File: config.mk
export PLATFORM = sky130hd
export DESIGN_NAME = traffic_phase_controller
export DESIGN_NICKNAME = d
export VERILOG_FILES = /design/src/rtl/traffic_pkg.sv /design/src/rtl/rr_next_select.sv /design/src/rtl/traffic_phase_controller.sv
export SDC_FILE = /design/constraint.sdc
export NUM_CORES = 1
export LEC_CHECK = 0
export ABC_CLOCK_PERIOD_IN_PS = 3570
export CAP_MARGIN = 0
export CORE_MARGIN = 4
export CORE_UTILIZATION = 40
export CTS_CLUSTER_DIAMETER = 40
export DETAILED_ROUTE_END_ITERATION = 8
export HOLD_SLACK_MARGIN = 0.02
export PLACE_DENSITY_LB_ADDON = 0.25
export SYNTH_ARGS = -nofsm -noshare
export SYNTH_HDL_FRONTEND = slang
export SYNTH_HIERARCHICAL = 1
export SYNTH_SLANG_ARGS = --single-unit
File: constraint.sdc
create_clock -name clk -period 3.57 [get_ports clk]
set_input_delay 1.071 -clock clk [delete_from_list [all_inputs] [get_ports clk]]
set_output_delay 1.071 -clock clk [all_outputs]
set_load 0.005 [all_outputs]
File: src/rtl/traffic_pkg.sv
// Shared phase encoding and parameter-legality helper for the N-approach
// traffic phase controller.
package traffic_pkg;

  typedef enum logic [1:0] {
    PH_ALL_RED = 2'd0,
    PH_GREEN   = 2'd1,
    PH_YELLOW  = 2'd2
  } phase_e;

  // Elaboration-time legality check, evaluated by the top level.
  function automatic bit params_legal(input int n_approach, input int cnt_w,
                                      input int t_min, input int t_max,
                                      input int t_yel, input int t_ar);
    return (n_approach >= 32'sd2) && (n_approach <= 32'sd16) &&
           (cnt_w >= 32'sd1) && (cnt_w <= 32'sd30) &&
           ((32'sd1 << cnt_w) > t_max) &&
           (t_min >= 32'sd1) && (t_max >= t_min) &&
           (t_yel >= 32'sd1) && (t_ar >= 32'sd1);
  endfunction

endpackage

File: src/rtl/rr_next_select.sv
// Wrap-around priority scan: first approach with a waiting vehicle after
// 'active', with 'active' itself considered last.
module rr_next_select
  import traffic_pkg::*;
#(
  parameter int N_APPROACH = 4,
  localparam int IDX_W = $clog2(N_APPROACH)
) (
  input  logic [N_APPROACH-1:0] sensor,
  input  logic [IDX_W-1:0]      active,
  output logic [IDX_W-1:0]      next_idx,
  output logic                  found
);

  logic [IDX_W-1:0] idx_s;

  // Scan active+1 .. active+N (mod N); first hit wins.
  always_comb begin
    next_idx = active;
    found    = 1'b0;
    idx_s    = active;
    for (int k = 1; k <= N_APPROACH; k++) begin
      idx_s = IDX_W'((int'(active) + k) % N_APPROACH);
      if (!found && sensor[idx_s]) begin
        next_idx = idx_s;
        found    = 1'b1;
      end else begin
        next_idx = next_idx;
      end
    end
  end

endmodule

File: src/rtl/traffic_phase_controller.sv
// Round-robin N-approach signal controller: phase FSM, phase timer and
// registered one-hot lamp decode.
module traffic_phase_controller
  import traffic_pkg::*;
#(
  parameter int N_APPROACH  = 4,
  parameter int CNT_W       = 8,
  parameter int T_MIN_GREEN = 4,
  parameter int T_MAX_GREEN = 10,
  parameter int T_YELLOW    = 2,
  parameter int T_ALL_RED   = 1,
  localparam int IDX_W = $clog2(N_APPROACH)
) (
  input  logic                  clk,
  input  logic                  reset,
  input  logic [N_APPROACH-1:0] sensor,
  output logic [N_APPROACH-1:0] green,
  output logic [N_APPROACH-1:0] yellow,
  output logic [N_APPROACH-1:0] red,
  output logic [IDX_W-1:0]      active,
  output logic [1:0]            phase
);

  if (!params_legal(N_APPROACH, CNT_W, T_MIN_GREEN, T_MAX_GREEN, T_YELLOW, T_ALL_RED))
  begin : g_param_check
    $error("traffic_phase_controller: illegal parameter set");
  end

  localparam logic [CNT_W-1:0]      MIN_LAST = CNT_W'(T_MIN_GREEN - 1);
  localparam logic [CNT_W-1:0]      MAX_LAST = CNT_W'(T_MAX_GREEN - 1);
  localparam logic [CNT_W-1:0]      Y_LAST   = CNT_W'(T_YELLOW - 1);
  localparam logic [CNT_W-1:0]      AR_LAST  = CNT_W'(T_ALL_RED - 1);
  localparam logic [N_APPROACH-1:0] ONE_LSB  = N_APPROACH'(1);

  phase_e                  phase_q, phase_d;
  logic [IDX_W-1:0]        active_q, active_d;
  logic [CNT_W-1:0]        t_q, t_d;
  logic [N_APPROACH-1:0]   green_q, green_d;
  logic [N_APPROACH-1:0]   yellow_q, yellow_d;
  logic [N_APPROACH-1:0]   red_q, red_d;
  logic [IDX_W-1:0]        next_idx_s;
  logic                    found_s;
  logic                    own_req_s;
  logic                    other_req_s;

  rr_next_select #(.N_APPROACH(N_APPROACH)) u_rr (
    .sensor   (sensor),
    .active   (active_q),
    .next_idx (next_idx_s),
    .found    (found_s)
  );

  assign own_req_s   = sensor[active_q];
  assign other_req_s = |(sensor & ~(ONE_LSB << active_q));

  // Next phase/timer/active plus lamp decode of the next state, so the
  // lamp registers always agree with the registered phase and active.
  always_comb begin
    phase_d  = phase_q;
    active_d = active_q;
    t_d      = t_q;
    case (phase_q)
      PH_GREEN: begin
        if ((t_q >= MIN_LAST) && other_req_s && (!own_req_s || (t_q >= MAX_LAST))) begin
          phase_d = PH_YELLOW;
          t_d     = '0;
        end else if (t_q < MAX_LAST) begin
          t_d = t_q + CNT_W'(1);
        end else begin
          t_d = t_q;
        end
      end
      PH_YELLOW: begin
        if (t_q == Y_LAST) begin
          phase_d = PH_ALL_RED;
          t_d     = '0;
        end else begin
          t_d = t_q + CNT_W'(1);
        end
      end
      PH_ALL_RED: begin
        if (t_q == AR_LAST) begin
          phase_d  = PH_GREEN;
          active_d = found_s ? next_idx_s : active_q;
          t_d      = '0;
        end else begin
          t_d = t_q + CNT_W'(1);
        end
      end
      default: begin
        phase_d = PH_ALL_RED;
        t_d     = '0;
      end
    endcase

    green_d  = (phase_d == PH_GREEN)  ? (ONE_LSB << active_d) : '0;
    yellow_d = (phase_d == PH_YELLOW) ? (ONE_LSB << active_d) : '0;
    red_d    = ~(green_d | yellow_d);
  end

  // Phase FSM state, timer and registered lamp outputs.
  always_ff @(posedge clk or posedge reset) begin
    if (reset) begin
      phase_q  <= PH_ALL_RED;
      active_q <= '0;
      t_q      <= '0;
      green_q  <= '0;
      yellow_q <= '0;
      red_q    <= '1;
    end else begin
      phase_q  <= phase_d;
      active_q <= active_d;
      t_q      <= t_d;
      green_q  <= green_d;
      yellow_q <= yellow_d;
      red_q    <= red_d;
    end
  end

  assign green  = green_q;
  assign yellow = yellow_q;
  assign red    = red_q;
  assign active = active_q;
  assign phase  = phase_q;

endmodule
# --- Yosys cells after proc, flatten, opt, wreduce, memory -nomap -nowiden ---
# Cells that the tools add are included.
word_totals:
  word_cells: 76
  latchBits: 0
  ff_bits: 24
  memories: 0
  ramBits: 0
  mem_bits_ro: 0
op_classes:
  n_lt_le_gt_ge: 8
  mul: 0
  n_shift: 2
  n_bitwise: 4
  n_addsub: 5
  reduce_logical: 13
  div_mod_pow: 0
  mux: 32
  eq_ne: 6
op_table:
  columns: ["op", "count"]
  rows:
  - ["2-to-1 mux 8 bit", 4]
  - ["one-hot mux 8 bit (3 select lines)", 1]
  - ["2-to-1 mux 2 bit", 10]
  - ["< comparator 2 x 3 -> 1 bit, second input constant", 5]
  - ["binary-select mux 1 bit (select 2 bit)", 5]
  - ["2-to-1 mux 1 bit", 9]
  - ["adder 8 x 1 -> 8 bit, second input constant", 1]
  - ["equality test 8 x 1 -> 1 bit, second input constant", 1]
  - [">= comparator 8 x 2 -> 1 bit, second input constant", 1]
  - [">= comparator 8 x 4 -> 1 bit, second input constant", 1]
  - ["zero test 8 bit", 1]
  - ["< comparator 8 x 4 -> 1 bit, second input constant", 1]
  - ["2-to-1 mux 4 bit", 2]
  - ["inverter 4 bit", 2]
  - ["<< shifter 1 x 2 -> 4 bit, first input constant", 2]
  - ["one-hot mux 2 bit (3 select lines)", 1]
  - ["logical AND 1 bit", 5]
  - ["adder 2 x 1 -> 2 bit, second input constant", 2]
  - ["adder 2 bit, second input constant", 2]
  - ["AND 4 bit", 1]
  - ["equality test 2 x 1 -> 1 bit, second input constant", 2]
  - ["equality test 2 bit, second input constant", 2]
  - ["zero test 1 bit", 4]
  - ["bitwise OR 4 bit", 1]
  - ["4 further kinds", 4]

# --- Longest topological paths before layout ---
# Gate-level depths: netlist of run 1.
logic_depth:
  ltp_word: 20
  ltp_mapped: 8
  ltp_nobuf: 7

# --- By module ---
# The synthesis of run 1 kept the hierarchy.
modules_own_cells:
  columns: ["module", "cells_each", "area_per_inst_um2", "n_inst"]
  rows:
  - ["traffic_phase_controller", 129, 1423.9, 1]
  - ["rr_next_select", 14, 82.6, 1]

# --- Least setup slack after synthesis of run 1 ---
# OpenSTA, ideal clock, no wires.
synth_timing:
  path_kind: "input -> register"
  from: "in sensor[3]"
  to: "reg t_q[4]"
  required_time_ps: 3491
  t_arrival_ps: 2351
  cell_stages: 6
  path_slack_ps: 1139
  path_cell_list: "mux4_2 -> o211ai_2 -> o2111ai_4 -> buf_4 -> a21oi_1 -> mux2i_1"
synth_via:
  elab_chain_cells: 7
  word_cells_on_any_way: 11
  classes_between: "1 x eq/ne; 4 x mux; 1 x bitwise; 5 x reduce/logical"
synth_rtl:
  columns: ["element", "line", "source"]
  rows:
  - ["start: declaration", "traffic_phase_controller.sv:16", "input logic [N_APPROACH-1:0] sensor,"]
  - ["binary-select mux 1 bit (select 2 bit)", "traffic_phase_controller.sv:53", "assign own_req_s = sensor[active_q];"]
  - ["2-to-1 mux 1 bit (implied by the code)", "traffic_phase_controller.sv:53", null]
  - ["zero test 1 bit", "traffic_phase_controller.sv:64", "if ((t_q >= MIN_LAST) && other_req_s && (!own_req_s || (t_q >= MAX_LAST))) begin"]
  - ["logical OR 1 bit", "traffic_phase_controller.sv:64", null]
  - ["logical AND 1 bit *", "traffic_phase_controller.sv:64", null]
  - ["2-to-1 mux 8 bit", "traffic_phase_controller.sv:64", null]
  - ["one-hot mux 8 bit (3 select lines)", "traffic_phase_controller.sv:62", "case (phase_q)"]
  - ["end signal: assignment", "traffic_phase_controller.sv:113", "t_q <= t_d;"]
  - ["end: declaration", "traffic_phase_controller.sv:37", "logic [CNT_W-1:0] t_q, t_d;"]
# Mark *: on every way between the ends. The rest lies on a longest branch, timed or not. The select of a mux whose other input is x is not followed.
# A chain may end at the register's enable or synchronous reset.

# --- Final worst setup path of run 1 ---
layout_timing:
  from: "in sensor[3]"
  to: "reg green_q[3], in the netlist green[3]"
layout_via:
  elab_chain_cells: 17
  word_cells_on_any_way: 38
  classes_between: "1 x eq/ne; 1 x shift; 24 x mux; 1 x bitwise; 11 x reduce/logical"
layout_rtl:
  columns: ["element", "line", "source"]
  rows:
  - ["binary-select mux 1 bit (select 2 bit)", "rr_next_select.sv:24", "if (!found && sensor[idx_s]) begin"]
  - ["2-to-1 mux 1 bit (implied by the code)", "rr_next_select.sv:24", null]
  - ["2-to-1 mux 1 bit", "rr_next_select.sv:24", null]
  - ["zero test 1 bit", "rr_next_select.sv:24", null]
  - ["logical AND 1 bit", "rr_next_select.sv:24", null]
  - ["2-to-1 mux 1 bit", "rr_next_select.sv:24", null]
  - ["zero test 1 bit", "rr_next_select.sv:24", null]
  - ["logical AND 1 bit", "rr_next_select.sv:24", null]
  - ["(+2 left out)", null, null]
  - ["logical AND 1 bit", "rr_next_select.sv:24", null]
  - ["2-to-1 mux 2 bit / 2-to-1 mux 1 bit (equally long branches)", "rr_next_select.sv:24", null]
  - ["2-to-1 mux 2 bit", "traffic_phase_controller.sv:84", "active_d = found_s ? next_idx_s : active_q;"]
  - ["2-to-1 mux 2 bit", "traffic_phase_controller.sv:82", "if (t_q == AR_LAST) begin"]
  - ["2-to-1 mux 2 bit", "traffic_phase_controller.sv:62", null]
  - ["<< shifter 1 x 2 -> 4 bit", "traffic_phase_controller.sv:96", "green_d = (phase_d == PH_GREEN) ? (ONE_LSB << active_d) : '0;"]
  - ["2-to-1 mux 4 bit *", "traffic_phase_controller.sv:96", null]
  - ["net green_d[3]", "traffic_phase_controller.sv:38", "logic [N_APPROACH-1:0] green_q, green_d;"]
  - ["end signal: assignment", "traffic_phase_controller.sv:114", "green_q <= green_d;"]
  - ["end: declaration", "traffic_phase_controller.sv:38", null]
# The timed path passes the listed nets; every way through them passes the cells marked *. The select of a mux whose other input is x is not followed.

==> results of run 1 <==
-- registers in the layout, indices dropped and copies added, names as in the netlist --
register	cells
t_q	8
yellow	4
red	4
green	4
phase	2
active	2
-- cells in the mapped netlist, types with 2 or more instances --
| cell type | n |
|---|---|
| sky130_fd_sc_hd__mux2i_4 | 2 |
| sky130_fd_sc_hd__buf_2 | 2 |
| sky130_fd_sc_hd__o21ai_0 | 5 |
| sky130_fd_sc_hd__inv_1 | 10 |
| sky130_fd_sc_hd__nand2b_1 | 2 |
| sky130_fd_sc_hd__dfrtp_1 | 20 |
| sky130_fd_sc_hd__mux2i_1 | 9 |
| sky130_fd_sc_hd__nor3_1 | 10 |
| sky130_fd_sc_hd__nand2_1 | 6 |
| sky130_fd_sc_hd__ha_1 | 4 |
| sky130_fd_sc_hd__and3_2 | 3 |
| sky130_fd_sc_hd__nor2_1 | 5 |
| sky130_fd_sc_hd__nand4_1 | 2 |
| sky130_fd_sc_hd__a21oi_1 | 8 |
| sky130_fd_sc_hd__dfstp_2 | 4 |
| sky130_fd_sc_hd__nand3_1 | 10 |
| sky130_fd_sc_hd__o21ai_1 | 2 |
| sky130_fd_sc_hd__o211ai_1 | 9 |
| sky130_fd_sc_hd__clkinv_4 | 2 |
| sky130_fd_sc_hd__nor3b_1 | 2 |
-- critical path, cell delays in order --
cell and delay [ps]:
sky130_fd_sc_hd__clkdlybuf4s50_1 510, sky130_fd_sc_hd__mux4_2 520, sky130_fd_sc_hd__o211ai_2 100, sky130_fd_sc_hd__o2111ai_4 380, sky130_fd_sc_hd__o21ai_1 490, sky130_fd_sc_hd__nor3_1 110
-- cell type report --
cell class	count	area (um^2)
clock buffers	3	41.29
clock inverters	1	30.03
fillers	326	1846
inverters	13	58.81
multi-input cells	101	809.5
flip-flops and latches	24	605.6
well taps	48	60.06
repair buffers	21	210.2
-- routing by layer --
metal,up-vias,track usage
met5,-,0
met4,0,0.06725
met3,6,0.03188
met1,582,0.1925
li1,574,-
met2,36,0.2479
-- power breakdown --
| group | total (uW) | internal [uW] | leakage, uW | switching [uW] |
|---|---|---|---|---|
| clock | 244 | 150 | 0.0000357 | 93.9 |
| sequential | 462 | 362 | 0.000307 | 100 |
| combinational | 863 | 360 | 0.000393 | 503 |
| total | 1570 | 872 | 0.000736 | 698 |
-- cell families (layout without fill, tap and decap cells) --
family / Yosys count / count (layout) / synth area share
simple gates: 49 / 49 / 0.1927
compound gates: 36 / 36 / 0.2068
flops: 24 / 24 / 0.4020
buf+inv: 18 / 38 / 0.06063
mux: 12 / 12 / 0.1047
fa+ha+maj: 4 / 4 / 0.03322
-- final timing paths --
check	endpoint	slack [ps]
setup / recovery	green[3]	510
hold / removal	t_q[7]	660
setup reg to reg	yellow[2]	1140
hold reg to reg	t_q[7]	660
max in group asynchronous	phase[0]	1740
min in group asynchronous	t_q[4]	1270
-- per-stage QoR --
stage          worst slack [ps]  power, uW    util  cells  area (um^2)
2_1_floorplan              1139       1080       -    143         1506
3_3_place_gp              320.9       1288  0.4764    207         1744
3_5_place_dp              224.9       1326  0.4764    207         1744
4_1_cts                   527.2       1577  0.4959    211         1815
5_1_grt                   335.2       1689  0.4959    211         1815
6_report                  510.0       1569  0.4959    211         1815
==> tab_implementation.tex, run 1 <==
\begin{tabular}{lr}
\hline
Metric & Value \\
\hline
\multicolumn{2}{l}{\textbf{Cells and area}} \\
\quad Diodes inserted & 0 \\
\quad Commonest non-fill, non-tap cells in the layout & sky130\_fd\_sc\_hd\_\_clkdlybuf4s50\_1 (21), sky130\_fd\_sc\_hd\_\_dfrtp\_1 (20), sky130\_fd\_sc\_hd\_\_nor3\_1 (10), sky130\_fd\_sc\_hd\_\_inv\_1 (10), sky130\_fd\_sc\_hd\_\_nand3\_1 (10) \\
\quad Layout Nets & 174 \\
\quad Area growth from synthesis to layout & 20.51\% \\
\quad Most common library cell in the layout ignoring fill and taps & sky130\_fd\_sc\_hd\_\_clkdlybuf4s50\_1 \\
\quad Fraction of final layout cells sized beyond drive strength 1 & 0.1656 \\
\multicolumn{2}{l}{\textbf{Worst setup path}} \\
\quad First element of the critical path & sensor[3] \\
\quad CP Max Fanout & 25 \\
\quad Logic depth of the worst register-to-register path & 6 \\
\quad Sort of element at the start of the critical path & input port \\
\quad Reg2Reg Launch Point & t\_q[6] \\
\quad Endpoint kind of the worst setup timing path & register \\
\quad WP data arrival & 3200 ps \\
\quad Required @ worst endpoint & 3710 ps \\
\quad Critical path class & in2reg \\
\multicolumn{2}{l}{\textbf{Synthesis}} \\
\quad Fraction of synthesis flops using an asynchronous set or reset pin & 1.000 \\
\quad Yosys cell types & 46 \\
\quad Number of enable-type register cells in the synthesized netlist & 0 \\
\quad Portion of the post-synthesis area used by sequential elements & 0.4020 \\
\quad Synthesized flop and latch total & 24 \\
\quad Total nets after synthesis & 153 \\
\quad Ranking of synthesized cells by area & sky130\_fd\_sc\_hd\_\_dfrtp\_1 (33\%), sky130\_fd\_sc\_hd\_\_dfstp\_2 (7.0\%), sky130\_fd\_sc\_hd\_\_mux2i\_1 (6.0\%) \\
\quad Top FF cell, synth & sky130\_fd\_sc\_hd\_\_dfrtp\_1 \\
\quad Number of warnings printed during yosys synthesis & 6 \\
\quad Mean instance size in the synthesized netlist & 10.53 um\^{}2 \\
\quad Share of the synthesized area in the top cell type & 0.3322 \\
\quad Post-Synthesis Cells & 143 \\
\quad Post-Synthesis Cell Area & 0.001506 mm\^{}2 \\
\quad Synth area leader & sky130\_fd\_sc\_hd\_\_dfrtp\_1 \\
\multicolumn{2}{l}{\textbf{CTS}} \\
\quad Longest Clk Path Bufs & 2 \\
\quad Clock tree from TritonCTS & done \\
\quad Number of buffers inserted by hold repair at cts & 0 \\
\quad Root Driver & sky130\_fd\_sc\_hd\_\_clkbuf\_8 \\
\quad Total clock buffers created by CTS & 3 \\
\quad Number of levels in the clock H-tree & 1 \\
\quad Number of gates resized after CTS & 0 \\
\quad Insertion delay of the later-clocked pin in the worst-skew pair & around 270 ps \\
\quad Number of sinks driven by the clock tree & 24 \\
\quad Clk pin slew, worst setup/hold paths & 100 ps \\
\quad Buffer count from post-CTS setup fixing & 0 \\
\multicolumn{2}{l}{\textbf{Routing}} \\
\quad Routed met3 length & roughly 140 um \\
\quad Routed vias & $\sim$1200 \\
\quad Remaining routing DRC violations & 0 \\
\quad Final routed wirelength across all metal layers & between 3 and 4 mm \\
\quad Met2 routed wirelength & 1.728 mm \\
\quad Number of DRC markers in iteration 0 & between 50 and 60 \\
\quad Highest routing layer actually used & met4 \\
\quad Count of TritonRoute iterations in the first routing pass & 4 \\
\quad Routed WL per cell & around 16 um \\
\quad Antenna-violating nets left & 0 \\
\quad Detailed-routing wirelength on met1 & between 1 and 1.5 mm \\
\quad Vias per Instance & $\sim$5.7 \\
\multicolumn{2}{l}{\textbf{GRT}} \\
\quad Largest net degree at the start of global routing & 26 \\
\quad GRT overflow & 0 \\
\quad Global routing usage summed across all routing layers & 0.1518 \\
\quad Via count of the first global-routing pass & approximately 1200 \\
\quad Antenna violations before repair & 0 \\
\quad Global-route wire length before repair & between 5 and 6 mm \\
\multicolumn{2}{l}{\textbf{Power and ir drop}} \\
\quad Static leakage & $\sim$0.00074 uW \\
\quad Power Density & roughly 860 mW/mm\^{}2 \\
\quad Worst ir drop on vdd & a little over 0.5 mV \\
\multicolumn{2}{l}{\textbf{STA}} \\
\quad Total negative slack & 0 ps \\
\quad Tightest slew margin relative to the limit & 0.4080 \\
\quad Post-route clock period utilization & 0.8571 \\
\quad Max Slew Vio Count & 0 \\
\quad Count of final setup violators & 0 \\
\quad Final-layout worst hold slack & 662.0 ps \\
\quad Setup repair after global routing missed its margin & false \\
\quad Setup Skew & 9.938 ps \\
\quad Fmax & between 300 and 400 MHz \\
\quad Min Clock Period, post-route & between 3000 and 4000 ps \\
\quad Number of hold violations in the final report & 0 \\
\quad Transition time of the tightest slew-check pin & 887.0 ps \\
\multicolumn{2}{l}{\textbf{Floorplanning}} \\
\quad Effective utilization at floorplan & 0.4115 \\
\quad Total number of placement rows & 22 \\
\quad Die boundary width & about 70 um \\
\quad Chip Height & 69.37 um \\
\quad Die Outline Area & approximately 0.0048 mm\^{}2 \\
\quad I/O pin total & 22 \\
\quad Core Box Area & 0.003661 mm\^{}2 \\
\multicolumn{2}{l}{\textbf{Min path}} \\
\quad Worst min-delay path startpoint & t\_q[7] \\
\quad Number of cells on the worst hold path & 2 \\
\quad Type of the worst min-delay path & reg2reg \\
\multicolumn{2}{l}{\textbf{Job}} \\
\quad Maximum capacitance violations & 0 \\
\multicolumn{2}{l}{\textbf{Placement}} \\
\quad Detailed-placement wirelength estimate & 2.493 mm \\
\quad Port Buffer Count & 21 \\
\quad Gpl congestion & just over 0.8 \\
\multicolumn{2}{l}{\textbf{Outcome}} \\
\quad Status & finished, final reports clean \\
\hline
\end{tabular}
No activity file was read; power rests on OpenSTA's default activity.
==> run 2, diff against run 1 <==
==> constraint.sdc (replaced) <==
create_clock -name clk -period 3.57 [get_ports clk]
set_input_delay 1.071 -clock clk [delete_from_list [all_inputs] [get_ports clk]]
set_output_delay 1.071 -clock clk [all_outputs]
set_load 0.01 [all_outputs]
==> results of run 2 <==
The final DEF is identical to that of run 1. Status: finished, final reports clean.
Main changes from that run: total power 1569 uW -> 1591 uW; worst IR drop on VDD 0.5120 mV -> 0.5208 mV
==> run 3, diff against run 2 <==
--- a/config.mk
+++ b/config.mk
@@ -8,7 +8,7 @@
 export ABC_CLOCK_PERIOD_IN_PS = 3570
 export CAP_MARGIN = 0
 export CORE_MARGIN = 4
-export CORE_UTILIZATION = 40
+export CORE_UTILIZATION = 35
 export CTS_CLUSTER_DIAMETER = 40
 export DETAILED_ROUTE_END_ITERATION = 8
 export HOLD_SLACK_MARGIN = 0.02
==> tab_implementation.tex, run 3 (same netlist as run 1, synthesis figures left out) <==
\begin{tabular}{lr}
\hline
Metric & Value \\
\hline
\multicolumn{2}{l}{\textbf{Outcome}} \\
\quad Status & finished, final reports clean \\
\multicolumn{2}{l}{\textbf{Worst setup path}} \\
\quad First element of the critical path & sensor[3] \\
\quad CP cell instances & clkdlybuf4s50\_1 > mux4\_2 > o211ai\_2 > o2111ai\_4 > a2111oi\_4 > mux2i\_1 \\
\quad Reg2Reg Launch Point & t\_q[6] \\
\quad CP Max Fanout & 19 \\
\quad Logic depth of the worst register-to-register path & 6 \\
\quad Required @ worst endpoint & between 3000 and 4000 ps \\
\quad Sort of element at the start of the critical path & input port \\
\quad CP max stage delay & roughly 520 ps \\
\quad Endpoint kind of the worst setup timing path & register \\
\quad Critical path class & in2reg \\
\quad Critical path's slowest cell & sky130\_fd\_sc\_hd\_\_clkdlybuf4s50\_1 \\
\quad WP data arrival & 3190 ps \\
\multicolumn{2}{l}{\textbf{GRT}} \\
\quad Global-route wire length before repair & 5.395 mm \\
\quad Global routing usage summed across all routing layers & 0.1269 \\
\quad Largest net degree at the start of global routing & 25 \\
\quad GRT overflow & 0 \\
\quad Via count of the first global-routing pass & approximately 1100 \\
\quad Antenna violations before repair & 0 \\
\multicolumn{2}{l}{\textbf{CTS}} \\
\quad Buffer count from post-CTS setup fixing & 0 \\
\quad Number of buffers inserted by hold repair at cts & 0 \\
\quad Longest Clk Path Bufs & 2 \\
\quad Clock tree from TritonCTS & done \\
\quad Insertion delay of the later-clocked pin in the worst-skew pair & 260 ps \\
\quad Clk pin slew, worst setup/hold paths & roughly 80 ps \\
\quad Root Driver & sky130\_fd\_sc\_hd\_\_clkbuf\_8 \\
\quad Number of gates resized after CTS & 0 \\
\quad Number of levels in the clock H-tree & 1 \\
\quad Total clock buffers created by CTS & 3 \\
\quad Number of sinks driven by the clock tree & 24 \\
\multicolumn{2}{l}{\textbf{STA}} \\
\quad Setup Skew & approximately 4.4 ps \\
\quad Max Slew Vio Count & 0 \\
\quad Total negative slack & 0 ps \\
\quad Fmax & 333.3 MHz \\
\quad Setup slack of the critical path after layout & 570.0 ps \\
\quad Tightest slew margin relative to the limit & 0.3965 \\
\quad Min Clock Period, post-route & between 3000 and 4000 ps \\
\quad Transition time of the tightest slew-check pin & between 900 and 1000 ps \\
\quad Post-route clock period utilization & 0.8403 \\
\quad Setup repair after global routing missed its margin & false \\
\quad Number of hold violations in the final report & 0 \\
\quad Count of final setup violators & 0 \\
\multicolumn{2}{l}{\textbf{Routing}} \\
\quad Vias per Instance & between 5 and 6 \\
\quad Routed vias & roughly 1200 \\
\quad Antenna-violating nets left & 0 \\
\quad Remaining routing DRC violations & 0 \\
\quad Routed WL per cell & $\sim$15 um \\
\quad Count of TritonRoute iterations in the first routing pass & 4 \\
\quad Final routed wirelength across all metal layers & $\sim$3.2 mm \\
\quad Number of DRC markers in iteration 0 & just over 60 \\
\multicolumn{2}{l}{\textbf{Floorplanning}} \\
\quad Die boundary width & roughly 74 um \\
\quad Total number of placement rows & 23 \\
\quad Core Box Area & 0.004086 mm\^{}2 \\
\quad Die Outline Area & 0.005418 mm\^{}2 \\
\quad Chip Height & around 74 um \\
\quad Effective utilization at floorplan & 0.3686 \\
\quad I/O pin total & 22 \\
\multicolumn{2}{l}{\textbf{Placement}} \\
\quad Setup slack after placement & roughly 320 ps \\
\quad Detailed-placement wirelength estimate & 2.335 mm \\
\quad Port Buffer Count & 21 \\
\quad Gpl congestion & 0.7991 \\
\multicolumn{2}{l}{\textbf{Cells and area}} \\
\quad Fraction of final layout cells sized beyond drive strength 1 & 0.1646 \\
\quad Largest register FFs & 8 \\
\quad Layout Nets & 175 \\
\quad Area growth from synthesis to layout & 19.44\% \\
\quad Register bank with the most flops & t\_q \\
\quad Most common library cell in the layout ignoring fill and taps & sky130\_fd\_sc\_hd\_\_clkdlybuf4s50\_1 \\
\quad Commonest non-fill, non-tap cells in the layout & sky130\_fd\_sc\_hd\_\_clkdlybuf4s50\_1 (21), sky130\_fd\_sc\_hd\_\_dfrtp\_1 (20), sky130\_fd\_sc\_hd\_\_nor3\_1 (10), sky130\_fd\_sc\_hd\_\_inv\_1 (10), sky130\_fd\_sc\_hd\_\_nand3\_1 (10) \\
\quad Diodes inserted & 0 \\
\quad Final core area utilization & 0.4403 \\
\quad Count of fill cells added during filler insertion & about 400 \\
\multicolumn{2}{l}{\textbf{Power and ir drop}} \\
\quad Total power after layout & about 1500 uW \\
\quad Static leakage & roughly 0.00073 uW \\
\quad Power Density & approximately 830 mW/mm\^{}2 \\
\quad Worst ir drop on vdd & 0.4036 mV \\
\multicolumn{2}{l}{\textbf{Min path}} \\
\quad Worst min-delay path startpoint & t\_q[0] \\
\quad Type of the worst min-delay path & reg2reg \\
\quad Number of cells on the worst hold path & 2 \\
\multicolumn{2}{l}{\textbf{Job}} \\
\quad Maximum capacitance violations & 0 \\
\hline
\end{tabular}
==> run 3: critical path, delay by kind of cell <==
kind | cells | cell delay [ps]
compound gates | 3 | 850
mux | 2 | 740
buf+inv | 1 | 520
==> run 3: stage by stage <==
step / std cells / cell area, um^2 / hold slack, ps
CTS: 214 / 1799 / 655.3
detailed placement: 210 / 1754 / 641.3
global route: 214 / 1799 / 689.4
global placement: 210 / 1754 / 628.1
finish: 214 / 1799 / 653.9
floorplan: 143 / 1506 / 586.2
==> run 3: final cells by class <==
type                    count  area, um^2  area share
flip-flops and latches     24       605.6      0.3366
clock buffers               4       45.04     0.02503
well taps                  50       62.56     0.03477
repair buffers             22       217.7      0.1210
multi-input cells         101       809.5      0.4499
inverters                  13       58.81     0.03268
==> run 3: final timing paths <==
| kind | to | slack, ps |
|---|---|---|
| setup / recovery | t_q[3] | 570 |
| hold / removal | t_q[0] | 650 |
| setup reg to reg | yellow[2] | 1110 |
| hold reg to reg | t_q[0] | 650 |
| max in group asynchronous | yellow[2] | 1720 |
| min in group asynchronous | t_q[2] | 1300 |
==> run 3: power by group <==
group          internal [uW]  switching, uW
Sequential               362           97.9
Clock                   79.6           85.5
Combinational            370            506
==> run 3: metal layers <==
| layer | GRT usage | share of wire | up-vias | routed length [um] |
|---|---|---|---|---|
| li1 | - | - | 576 | - |
| met1 | 0.1614 | 0.44 | 562 | 1409 |
| met2 | 0.2077 | 0.49 | 29 | 1557 |
| met3 | 0.03967 | 0.060 | 4 | 193 |
| met4 | 0.03421 | 0.012 | 0 | 38 |
| met5 | 0 | 0 | - | 0 |
